$ cat src/rtl/mac_host_pkg.sv
// Shared definitions for the MAC management register-bus master.
// Contents: register index constants, bus FSM and statistics-engine state
// enums, the poll counter width and a helper that forms the byte address.
package mac_host_pkg;

  localparam int REG_IDX_W = 7;
  localparam int POLL_W    = 8;

  // Register indices (the byte address on the bus is index*2)
  localparam logic [REG_IDX_W-1:0] IDX_TX_CONFIG   = 7'd0;
  localparam logic [REG_IDX_W-1:0] IDX_RX_CONFIG   = 7'd1;
  localparam logic [REG_IDX_W-1:0] IDX_CPU_RD_ADDR = 7'd28;
  localparam logic [REG_IDX_W-1:0] IDX_CPU_RD_APPL = 7'd29;
  localparam logic [REG_IDX_W-1:0] IDX_CPU_RD_GNT  = 7'd30;
  localparam logic [REG_IDX_W-1:0] IDX_CPU_RD_DL   = 7'd31;
  localparam logic [REG_IDX_W-1:0] IDX_CPU_RD_DH   = 7'd32;
  localparam logic [REG_IDX_W-1:0] IDX_LAST        = 7'd34;

  typedef enum logic [1:0] {
    BUS_IDLE    = 2'd0,
    BUS_ACCESS  = 2'd1,
    BUS_RELEASE = 2'd2
  } bus_state_e;

  typedef enum logic [2:0] {
    ST_IDLE  = 3'd0,
    ST_ADDR  = 3'd1,
    ST_APPLY = 3'd2,
    ST_POLL  = 3'd3,
    ST_LO    = 3'd4,
    ST_HI    = 3'd5,
    ST_CLR   = 3'd6
  } stat_step_e;

  function automatic logic [7:0] byte_addr(input logic [REG_IDX_W-1:0] idx);
    return {idx, 1'b0};
  endfunction

endpackage

$ cat src/rtl/mac_host_bus_ctrl_rr_arbiter.sv
// Round-robin arbiter over N slots.
// Ports: req_i (per-slot request), ptr_i (highest-priority slot this cycle),
// lock_i (when set only slot N-1 may win), gnt_valid_o / gnt_idx_o (winner).
// Purely combinational; the pointer is owned by the instantiating block.
module rr_arbiter #(
  parameter int N  = 3,
  parameter int PW = (N > 1) ? $clog2(N) : 1
) (
  input  logic [N-1:0]  req_i,
  input  logic [PW-1:0] ptr_i,
  input  logic          lock_i,
  output logic          gnt_valid_o,
  output logic [PW-1:0] gnt_idx_o
);

  localparam logic [N-1:0] LOCK_MASK = {1'b1, {(N-1){1'b0}}};

  logic [N-1:0]  eligible_s;
  logic          found_s;
  logic [PW-1:0] sel_s;

  // Scan slots starting at the pointer and wrap; first eligible slot wins.
  always_comb begin
    int raw;
    int cand;
    logic hit;
    eligible_s = lock_i ? (req_i & LOCK_MASK) : req_i;
    found_s    = 1'b0;
    sel_s      = '0;
    raw        = 0;
    cand       = 0;
    hit        = 1'b0;
    for (int k = 0; k < N; k++) begin
      raw     = int'(ptr_i) + k;
      cand    = (raw >= N) ? (raw - N) : raw;
      hit     = !found_s && eligible_s[cand];
      sel_s   = hit ? PW'(cand) : sel_s;
      found_s = found_s | hit;
    end
  end

  assign gnt_valid_o = found_s;
  assign gnt_idx_o   = sel_s;

endmodule

$ cat src/rtl/mac_host_bus_ctrl.sv
// MAC management register-bus master.
// Shares the csb/wrb/ca/cd bus between NUM_REQ requesters and an internal
// statistics read engine (arbiter slot NUM_REQ) and runs the 3-cycle
// IDLE -> ACCESS -> RELEASE register access for each granted transaction.
// Ports: req_* / rsp_* requester handshake, stat_* statistics engine
// control and result, csb/wrb/ca/cd_in/cd_out register bus.
module mac_host_bus_ctrl
  import mac_host_pkg::*;
#(
  parameter int NUM_REQ  = 2,
  parameter int POLL_MAX = 255
) (
  input  logic                    clk_reg,
  input  logic                    reset,
  input  logic [NUM_REQ-1:0]      req_valid,
  input  logic [NUM_REQ-1:0]      req_write,
  input  logic [NUM_REQ*7-1:0]    req_addr,
  input  logic [NUM_REQ*16-1:0]   req_wdata,
  output logic [NUM_REQ-1:0]      req_ready,
  output logic [NUM_REQ-1:0]      rsp_valid,
  output logic [15:0]             rsp_rdata,
  input  logic                    stat_req,
  input  logic [15:0]             stat_addr,
  output logic                    stat_busy,
  output logic                    stat_done,
  output logic                    stat_err,
  output logic [31:0]             stat_data,
  output logic                    csb,
  output logic                    wrb,
  output logic [7:0]              ca,
  output logic [15:0]             cd_in,
  input  logic [15:0]             cd_out
);

  localparam int NSLOT = NUM_REQ + 1;
  localparam int GW    = $clog2(NSLOT);
  localparam logic [GW-1:0]     STAT_SLOT  = GW'(NUM_REQ);
  localparam logic [POLL_W-1:0] POLL_LIMIT = POLL_W'(POLL_MAX);

  bus_state_e         state_q, state_d;
  stat_step_e         step_q, step_d;
  logic [GW-1:0]      ptr_q, ptr_d, grant_q, grant_d;
  logic               lock_q, lock_d, wr_q, wr_d;
  logic               csb_q, csb_d, wrb_q, wrb_d;
  logic [7:0]         ca_q, ca_d;
  logic [15:0]        cd_in_q, cd_in_d, cap_q, cap_d;
  logic [NUM_REQ-1:0] rsp_valid_q, rsp_valid_d;
  logic [15:0]        rsp_rdata_q, rsp_rdata_d;
  logic [15:0]        stat_addr_q, stat_addr_d;
  logic [POLL_W-1:0]  poll_cnt_q, poll_cnt_d;
  logic               err_flag_q, err_flag_d;
  logic [15:0]        dout_l_q, dout_l_d, dout_h_q, dout_h_d;
  logic               stat_busy_q, stat_busy_d, stat_done_q, stat_done_d;
  logic               stat_err_q, stat_err_d;
  logic [31:0]        stat_data_q, stat_data_d;

  logic [NSLOT-1:0]   slot_req_s;
  logic               gnt_valid_s;
  logic [GW-1:0]      gnt_idx_s;
  logic [6:0]         txn_addr_s;
  logic               txn_write_s;
  logic [15:0]        txn_wdata_s;
  logic [POLL_W-1:0]  poll_inc_s;

  assign slot_req_s = {stat_busy_q && (step_q != ST_IDLE), req_valid};
  assign poll_inc_s = poll_cnt_q + 8'd1;

  rr_arbiter #(.N(NSLOT)) u_arb (
    .req_i       (slot_req_s),
    .ptr_i       (ptr_q),
    .lock_i      (lock_q),
    .gnt_valid_o (gnt_valid_s),
    .gnt_idx_o   (gnt_idx_s)
  );

  // Accept strobe: only in IDLE, for the granted requester, while unlocked.
  always_comb begin
    for (int i = 0; i < NUM_REQ; i++) begin
      req_ready[i] = !reset && (state_q == BUS_IDLE) && gnt_valid_s &&
                     (gnt_idx_s == GW'(i)) && !lock_q;
    end
  end

  // Transaction fields of the granted slot; the stat slot derives them from its step.
  always_comb begin
    txn_addr_s  = 7'd0;
    txn_write_s = 1'b0;
    txn_wdata_s = 16'd0;
    if (gnt_idx_s == STAT_SLOT) begin
      case (step_q)
        ST_ADDR:  begin txn_addr_s = IDX_CPU_RD_ADDR; txn_write_s = 1'b1; txn_wdata_s = stat_addr_q; end
        ST_APPLY: begin txn_addr_s = IDX_CPU_RD_APPL; txn_write_s = 1'b1; txn_wdata_s = 16'd1; end
        ST_POLL:  begin txn_addr_s = IDX_CPU_RD_GNT;  txn_write_s = 1'b0; txn_wdata_s = 16'd0; end
        ST_LO:    begin txn_addr_s = IDX_CPU_RD_DL;   txn_write_s = 1'b0; txn_wdata_s = 16'd0; end
        ST_HI:    begin txn_addr_s = IDX_CPU_RD_DH;   txn_write_s = 1'b0; txn_wdata_s = 16'd0; end
        ST_CLR:   begin txn_addr_s = IDX_CPU_RD_APPL; txn_write_s = 1'b1; txn_wdata_s = 16'd0; end
        default:  begin txn_addr_s = 7'd0;            txn_write_s = 1'b0; txn_wdata_s = 16'd0; end
      endcase
    end else begin
      for (int i = 0; i < NUM_REQ; i++) begin
        txn_addr_s  = (gnt_idx_s == GW'(i)) ? req_addr[7*i +: 7]   : txn_addr_s;
        txn_write_s = (gnt_idx_s == GW'(i)) ? req_write[i]         : txn_write_s;
        txn_wdata_s = (gnt_idx_s == GW'(i)) ? req_wdata[16*i +: 16] : txn_wdata_s;
      end
    end
  end

  // Next-state logic for the bus FSM and the statistics engine.
  always_comb begin
    state_d     = state_q;
    step_d      = step_q;
    ptr_d       = ptr_q;
    grant_d     = grant_q;
    lock_d      = lock_q;
    wr_d        = wr_q;
    csb_d       = csb_q;
    wrb_d       = wrb_q;
    ca_d        = ca_q;
    cd_in_d     = cd_in_q;
    cap_d       = cap_q;
    rsp_valid_d = '0;
    rsp_rdata_d = rsp_rdata_q;
    stat_addr_d = stat_addr_q;
    poll_cnt_d  = poll_cnt_q;
    err_flag_d  = err_flag_q;
    dout_l_d    = dout_l_q;
    dout_h_d    = dout_h_q;
    stat_busy_d = stat_busy_q;
    stat_done_d = 1'b0;
    stat_err_d  = 1'b0;
    stat_data_d = stat_data_q;

    // New statistics request is only looked at while the engine is free.
    if (!stat_busy_q && stat_req) begin
      stat_busy_d = 1'b1;
      stat_addr_d = stat_addr;
      step_d      = ST_ADDR;
      poll_cnt_d  = 8'd0;
      err_flag_d  = 1'b0;
    end else begin
      stat_busy_d = stat_busy_d;
    end

    case (state_q)
      BUS_IDLE: begin
        if (gnt_valid_s) begin
          ca_d    = byte_addr(txn_addr_s);
          cd_in_d = txn_write_s ? txn_wdata_s : 16'd0;
          csb_d   = 1'b0;
          wrb_d   = ~txn_write_s;
          wr_d    = txn_write_s;
          grant_d = gnt_idx_s;
          ptr_d   = (gnt_idx_s == STAT_SLOT) ? '0 : (gnt_idx_s + GW'(1));
          lock_d  = lock_q | (gnt_idx_s == STAT_SLOT);
          state_d = BUS_ACCESS;
        end else begin
          state_d = BUS_IDLE;
        end
      end
      BUS_ACCESS: begin
        cap_d   = wr_q ? 16'd0 : cd_out;
        csb_d   = 1'b1;
        wrb_d   = 1'b1;
        cd_in_d = 16'd0;
        for (int i = 0; i < NUM_REQ; i++) begin
          rsp_valid_d[i] = (grant_q == GW'(i));
        end
        rsp_rdata_d = (grant_q == STAT_SLOT || wr_q) ? 16'd0 : cd_out;
        state_d     = BUS_RELEASE;
      end
      BUS_RELEASE: begin
        rsp_rdata_d = 16'd0;
        state_d     = BUS_IDLE;
        if (grant_q == STAT_SLOT) begin
          case (step_q)
            ST_ADDR:  step_d = ST_APPLY;
            ST_APPLY: begin step_d = ST_POLL; poll_cnt_d = 8'd0; end
            ST_POLL: begin
              if (cap_q[0]) begin
                step_d = ST_LO;
              end else begin
                poll_cnt_d = poll_inc_s;
                // Give up after POLL_MAX unsuccessful polls, still releasing the apply bit.
                if (poll_inc_s >= POLL_LIMIT) begin
                  step_d     = ST_CLR;
                  err_flag_d = 1'b1;
                end else begin
                  step_d = ST_POLL;
                end
              end
            end
            ST_LO:    begin dout_l_d = cap_q; step_d = ST_HI; end
            ST_HI:    begin dout_h_d = cap_q; step_d = ST_CLR; end
            ST_CLR: begin
              step_d      = ST_IDLE;
              stat_busy_d = 1'b0;
              lock_d      = 1'b0;
              stat_done_d = 1'b1;
              stat_err_d  = err_flag_q;
              stat_data_d = err_flag_q ? stat_data_q : {dout_h_q, dout_l_q};
            end
            default: begin
              step_d      = ST_IDLE;
              stat_busy_d = 1'b0;
              lock_d      = 1'b0;
            end
          endcase
        end else begin
          step_d = step_d;
        end
      end
      default: begin
        state_d = BUS_IDLE;
        csb_d   = 1'b1;
        wrb_d   = 1'b1;
      end
    endcase
  end

  // State and output registers with synchronous reset.
  always_ff @(posedge clk_reg) begin
    if (reset) begin
      state_q     <= BUS_IDLE;
      step_q      <= ST_IDLE;
      ptr_q       <= '0;
      grant_q     <= '0;
      lock_q      <= 1'b0;
      wr_q        <= 1'b0;
      csb_q       <= 1'b1;
      wrb_q       <= 1'b1;
      ca_q        <= 8'd0;
      cd_in_q     <= 16'd0;
      cap_q       <= 16'd0;
      rsp_valid_q <= '0;
      rsp_rdata_q <= 16'd0;
      stat_addr_q <= 16'd0;
      poll_cnt_q  <= 8'd0;
      err_flag_q  <= 1'b0;
      dout_l_q    <= 16'd0;
      dout_h_q    <= 16'd0;
      stat_busy_q <= 1'b0;
      stat_done_q <= 1'b0;
      stat_err_q  <= 1'b0;
      stat_data_q <= 32'd0;
    end else begin
      state_q     <= state_d;
      step_q      <= step_d;
      ptr_q       <= ptr_d;
      grant_q     <= grant_d;
      lock_q      <= lock_d;
      wr_q        <= wr_d;
      csb_q       <= csb_d;
      wrb_q       <= wrb_d;
      ca_q        <= ca_d;
      cd_in_q     <= cd_in_d;
      cap_q       <= cap_d;
      rsp_valid_q <= rsp_valid_d;
      rsp_rdata_q <= rsp_rdata_d;
      stat_addr_q <= stat_addr_d;
      poll_cnt_q  <= poll_cnt_d;
      err_flag_q  <= err_flag_d;
      dout_l_q    <= dout_l_d;
      dout_h_q    <= dout_h_d;
      stat_busy_q <= stat_busy_d;
      stat_done_q <= stat_done_d;
      stat_err_q  <= stat_err_d;
      stat_data_q <= stat_data_d;
    end
  end

  assign rsp_valid = rsp_valid_q;
  assign rsp_rdata = rsp_rdata_q;
  assign stat_busy = stat_busy_q;
  assign stat_done = stat_done_q;
  assign stat_err  = stat_err_q;
  assign stat_data = stat_data_q;
  assign csb       = csb_q;
  assign wrb       = wrb_q;
  assign ca        = ca_q;
  assign cd_in     = cd_in_q;

endmodule

$ cat config.mk
export PLATFORM = sky130hd
export DESIGN_NAME = mac_host_bus_ctrl
export DESIGN_NICKNAME = d
export VERILOG_FILES = /design/src/rtl/mac_host_pkg.sv /design/src/rtl/mac_host_bus_ctrl_rr_arbiter.sv /design/src/rtl/mac_host_bus_ctrl.sv
export SDC_FILE = /design/constraint.sdc
export NUM_CORES = 1
export LEC_CHECK = 0
export CELL_PAD_IN_SITES_DETAIL_PLACEMENT = 1
export CELL_PAD_IN_SITES_GLOBAL_PLACEMENT = 1
export CORE_MARGIN = 3
export CORE_UTILIZATION = 33
export DETAILED_ROUTE_END_ITERATION = 6
export PLACE_DENSITY_LB_ADDON = 0.1
export SLEW_MARGIN = 20
export SYNTH_ARGS = -nofsm -noshare
export SYNTH_HDL_FRONTEND = slang
export SYNTH_SLANG_ARGS = --single-unit
$ cat constraint.sdc
create_clock -name clk_reg -period 2.85 [get_ports clk_reg]
set_clock_uncertainty 0.15 [all_clocks]
set_input_delay 0.7125 -clock clk_reg [delete_from_list [all_inputs] [get_ports clk_reg]]
set_output_delay 0.7125 -clock clk_reg [all_outputs]
set_load 0.1 [all_outputs]
==> impl_metrics.ini <==
[setup_path]
crit_path_start_kind = register
end_kind = output port
cp_max_fo = 4
cp_data_arrival_time_ns = 2.36
worstSetupPathType = reg2out
required_ns = 1.99

[placed_design]
dp_slack_ns = -0.509
hpwl_um = 16800
dp_cells = 1312
gp_congestion = 0.809
io_buffer_count = 164

[clock_tree]
cts-htree-levels = 4
holdBufCountCts = 0
clockBufferDepth = 2
clock_sinks = 162
cts_tree = built
clock_latency_ns = 0.43
cts_root_buffer = clkbuf_16
cts-buffers-inserted = 17
clkTransAtPathRegs_ns = 0.07

[sta]
max_clock_freq_mhz = 310
finalHoldViolCount = 0
period_share_pct = 113
finalSetupTns_ns = -0.775
worst_pin_slew_ns = 0.901
rsz0062_at_grt = true
slew_violations = 0
fin_ws_ns = -0.377
setup_violations = 3
slew_headroom_pct = 39.9
min_period_ns = 3.23

[power]
peakVddDrop_v = 0.000548
p_per_area_nw_per_um2 = 1010
power.total_mw = 10.1
leakage_nw = 3.89

[layout]
fillers = 2477
drive_gt1_share_pct = 21.5
final_core_util_pct = 48.4
final_common_cell = nand2_1
antenna_cells = 0
final_nets = 1167
fin_cells = 1356
areaGrowthSynthToFinish_pct = 41.1
final_cell_mix = 200 x nand2_1, 159 x dfxtp_1, 142 x buf_4, 139 x a21oi_1, 81 x clkdlybuf4s50_1

[route]
drt_wl_total_um = 24100
vias_per_cell = 5.04
post_drt_wl_per_cell_um = 17.8
dr.pass1.iters = 4
route.vias.total = 6833
drtAntennaViolNets = 0
drc = 0
first_iter_violations = 415

[synthesis]
synth_ff_type = dfxtp_1
synthCells = 883
syn_avg_cell_area_um2 = 8.02
synth_warnings = 0
synth_seq_area_share_pct = 45.8
synth.cell_area_um2 = 7080
synth_edf_count = 0
async_flop_share_pct = 0
ys_seq_elements = 162
synth_cell_type_count = 64
synth_nets = 976

[global_route]
grt_overflow = 0
grt_pass1_wl_um = 37600
grt_use_total_pct = 19.8
grt_pass1_vias = 6751
grt_max_degree = 137
antenna_found_initial = 0

[die]
pin_count = 166
initial_core_util_pct = 34.3
die_h_um = 152
die-width_um = 152
core_area_um2 = 20600
rows = 52
dieArea_um2 = 23300

[flow_run]
maxCapViolCount = 0

[min_path]
hold_class = reg2reg

[run_status]
status = complete, but fails checks
violations = negative setup slack
metal layers:
metal | vias to the layer above | global-route usage (%) | wire length [µm]
met2 | 118 | 30.4 | 11100
met1 | 3295 | 29.5 | 12100
li1 | 3416 | - | -
met3 | 4 | 3.10 | 881
met4 | 0 | 4.20 | 85
met5 | - | 0 | 0
what timing repair did:
item | in CTS | in global routing
buffers inserted | 7 | 5
resized for setup | 11 | 14
setup endpoints to repair | 9 | 14
cloned | 1 | 0
pin swaps | 9 | 11
worst paths after layout:
kind | to | slack [ns] | cells after the start | start
hold reg to reg | stat_data[6] | 0.29 | 2 | dout_l_q[6]
setup / recovery | req_ready[0] | -0.38 | 9 | ptr_q[0]
setup reg to reg | cd_in[4] | -0.04 | 12 | ptr_q[0]
hold / removal | stat_data[6] | 0.29 | 2 | dout_l_q[6]
area by class of cell:
class                      count  area (µm²)  area share, %
inverter                      13        51.3          0.513
timing repair buffer         234        2070           20.7
multi-input combinational    646        3720           37.2
clock buffer                  20         447           4.47
sequential                   162        3250           32.5
clock inverter                11         119           1.19
tap                          270         338           3.38
flip-flops by register name, indices dropped and copies added, names as in the netlist:
| signal | flops |
|---|---|
| grant_q | 2 |
| wr_q | 1 |
| rsp_rdata | 16 |
| stat_busy | 1 |
| poll_cnt_q | 8 |
| wrb | 1 |
| step_q | 3 |
| cap_q | 16 |
| lock_q | 1 |
| state_q | 2 |
| dout_l_q | 16 |
| stat_addr_q | 16 |
| ptr_q | 2 |
| err_flag_q | 1 |
| stat_done | 1 |
| rsp_valid | 2 |
| cd_in | 16 |
| dout_h_q | 16 |
| stat_err | 1 |
| csb | 1 |
| ca | 7 |
| stat_data | 32 |
cells by family after synthesis:
family / Yosys count / share of synthesized area, %
AND/OR/NAND/NOR: 390 / 25.3
XOR/XNOR: 2 / 0.247
buffers and inverters: 76 / 4.63
AO/OA/AOI/OAI: 240 / 21.9
multiplexers: 4 / 0.636
other: 1 / 0.0530
adder cells (fa/ha/maj): 8 / 1.41
flip-flops: 162 / 45.8
synthesized netlist by cell type (3+ instances only):
cell	count	area, µm²
nor2_1	66	248
nand3_1	22	110
buf_4	4	30.0
o32ai_1	3	26.3
nor3b_1	4	30.0
nor3_1	7	35.0
o21ai_0	20	100
buf_6	3	33.8
a22o_1	3	26.3
o221ai_1	4	35.0
and2_1	4	25.0
clkbuf_1	51	191
o41ai_1	7	61.3
a21boi_0	3	22.5
inv_1	13	48.8
a211oi_1	16	120
nand2b_1	4	25.0
nor2b_1	44	275
ha_1	8	100
or2_2	3	18.8
and3_1	17	106
nand4_1	3	18.8
and3b_1	3	26.3
o31ai_1	6	45.0
o41ai_2	5	81.3
a311oi_1	4	35.0
buf_2	4	20.0
a32oi_1	3	26.3
nand2_1	201	754
a21oi_1	140	701
o21a_1	4	30.0
dfxtp_1	162	3240
a31oi_1	3	18.8
stage by stage:
stage	hold slack, ns	instance area (µm²)
detailed placement	0.293	9190
CTS	0.298	9870
global placement	0.283	9190
global route	0.319	9990
floorplan	0.282	7150
finish	0.291	9990
critical path, cell delays in order (launching register included):
cell and delay [ns]:
dfxtp_4 0.38, inv_4 0.04, ha_4 0.21, buf_4 0.13
and2_2 0.23, o31a_2 0.32, nand3_2 0.11, mux2i_4 0.28
nor2_4 0.07, buf_12 0.16
report_power, final:
part | switching (mW) | total [mW] | internal [mW] | leakage [nW]
Combinational | 3.35 | 4.95 | 1.59 | 2.30
Sequential | 0.261 | 2.86 | 2.60 | 1.32
Clock | 1.00 | 2.25 | 1.25 | 0.273
(Power assumes the default switching activity.)
==> variant (same flow settings) <==
Set the parameter `NUM_REQ` to 4 (it was 2).
--- a/src/rtl/mac_host_bus_ctrl.sv
+++ b/src/rtl/mac_host_bus_ctrl.sv
@@ -7,7 +7,7 @@
 module mac_host_bus_ctrl
   import mac_host_pkg::*;
 #(
-  parameter int NUM_REQ  = 2,
+  parameter int NUM_REQ  = 4,
   parameter int POLL_MAX = 255
 ) (
   input  logic                    clk_reg,
Ports: changed (6 resized); port bits go from 166 to 220. The function was not compared with the original's and may differ.
==> variant against the original RTL <==
The run still ends with negative setup slack left; sequential cell count is 4 higher; non-clock buffer count is 138 higher; core utilization is 4.0 points higher; first-iteration DRC count is 40% higher; final cell count is 28% higher; wire length is 41% higher; final area is 32% higher; critical endpoint is now req_ready[3]; area after synthesis is 20% higher; worst setup slack worse by 1.4 ns.
Power is not compared: it rests on default switching activity, and its combinational part moved more than twofold at a synthesized area within 25%.
==> variant: results (changes against the original RTL) <==
{| class="wikitable"
! Metric !! Value
|-
| Run status || complete, but fails checks (unchanged)
|-
| Violated checks || negative setup slack (unchanged)
|-
| # clk buffers || 17 (was 20)
|-
| Instance count after placement with tap cells included || 1671 (was 1312)
|-
| Proportion of final cell area spent on non-clock buffers || 25.70% (was 20.67%)
|-
| Largest net degree at the start of global routing || 139 (was 137)
|-
| Pre-antenna DRT Iters || 7 (was 4)
|-
| Fin Setup TNS || -52.98 ns (was -0.7751 ns)
|-
| Post-Route M1 WL || 14830 um (was 12090 um)
|-
| Area of the core || 25250 um^2 (was 20620 um^2)
|-
| Number of multi-input combinational cells in the layout || 820 (was 646)
|-
| Total cell area at the placement stage || 11570 um^2 (was 9194 um^2)
|-
| Number of nets in the finished design || 1553 (was 1167)
|-
| Fin Hold WS || 0.3052 ns (was 0.2913 ns)
|-
| Post-Synthesis Net Count || 1247 (was 976)
|-
| Met3 WL post-DR || 1912 um (was 881 um)
|-
| Most frequent cells after synthesis || sky130_fd_sc_hd__nand2_1 (212), sky130_fd_sc_hd__dfxtp_1 (166), sky130_fd_sc_hd__a21oi_1 (164), sky130_fd_sc_hd__nor2_1 (107), sky130_fd_sc_hd__clkbuf_1 (60) (was sky130_fd_sc_hd__nand2_1 (201), sky130_fd_sc_hd__dfxtp_1 (162), sky130_fd_sc_hd__a21oi_1 (140), sky130_fd_sc_hd__nor2_1 (66), sky130_fd_sc_hd__clkbuf_1 (51))
|-
| Met2 layer usage reported by global route || 40.75% (was 30.42%)
|-
| Start point of the critical path || ptr_q[1] (was ptr_q[0])
|-
| Met1 track demand over resource in global routing || 29.25% (was 29.51%)
|-
| Total routing resource utilization after global routing || 23.18% (was 19.81%)
|-
| Fraction of layout cells with a size suffix above 1 || 28.28% (was 21.45%)
|-
| First-pass GRT wire length || 51950 um (was 37610 um)
|-
| Number of vias after detailed routing || 9159 (was 6833)
|-
| Count of final setup violators || 38 (was 3)
|-
| Number of resized instances in the post-cts repair step || 106 (was 11)
|-
| Worst Setup Slack post-DPL || -1.882 ns (was -0.5085 ns)
|-
| Clock-cell share || 4.726% (was 5.660%)
|-
| Total met2 wirelength after detailed routing || 16770 um (was 11050 um)
|-
| Uppermost layer routed || met5 (was met4)
|-
| Data arrival time of the critical path || 3.81 ns (was 2.36 ns)
|-
| Layout Area Growth over Synthesis || 55.36% (was 41.12%)
|-
| Met3 Use GR || 5.412% (was 3.096%)
|-
| Flip-flop and latch count after synthesis || 166 (was 162)
|-
| Number of antenna violations at the first check in global routing || 1 (was 0)
|-
| Setup ws final || -1.826 ns (was -0.3769 ns)
|-
| Launch instance of the worst min-delay path || dout_h_q[0] (was dout_l_q[6])
|}
-- variant: cell types whose count changed after synthesis, sizes merged, moves of 12 or more --
cell,change
a22oi,+29
buf,+12
a21oi,+27
nor2,+40
nor2b,-18
a221o,+17
a22o,+12
o41ai,-12
-- variant: final timing paths --
kind                        end  cells past startpoint
setup / recovery   req_ready[3]                     17
setup reg to reg       cd_in[1]                     25
hold / removal    stat_data[16]                      2
hold reg to reg   stat_data[16]                      2
-- variant: worst min-delay path: cells and delay by family, from the launching register on --
kind,cells,cell delay [ns]
DFF,1,0.31
and+or+nand+nor,1,0.05
AOI/OAI and AO/OA,1,0.05
-- variant: logic make-up after synthesis --
kind of cell	after synthesis	synth area share (%)
AO/OA/AOI/OAI	339	26.36
XOR/XNOR	9	0.9252
adder cells (fa/ha/maj)	20	3.025
buffers and inverters	107	5.786
flip-flops	166	39.00
multiplexers	11	1.615
other	1	0.04401
AND/OR/NAND/NOR	439	23.25
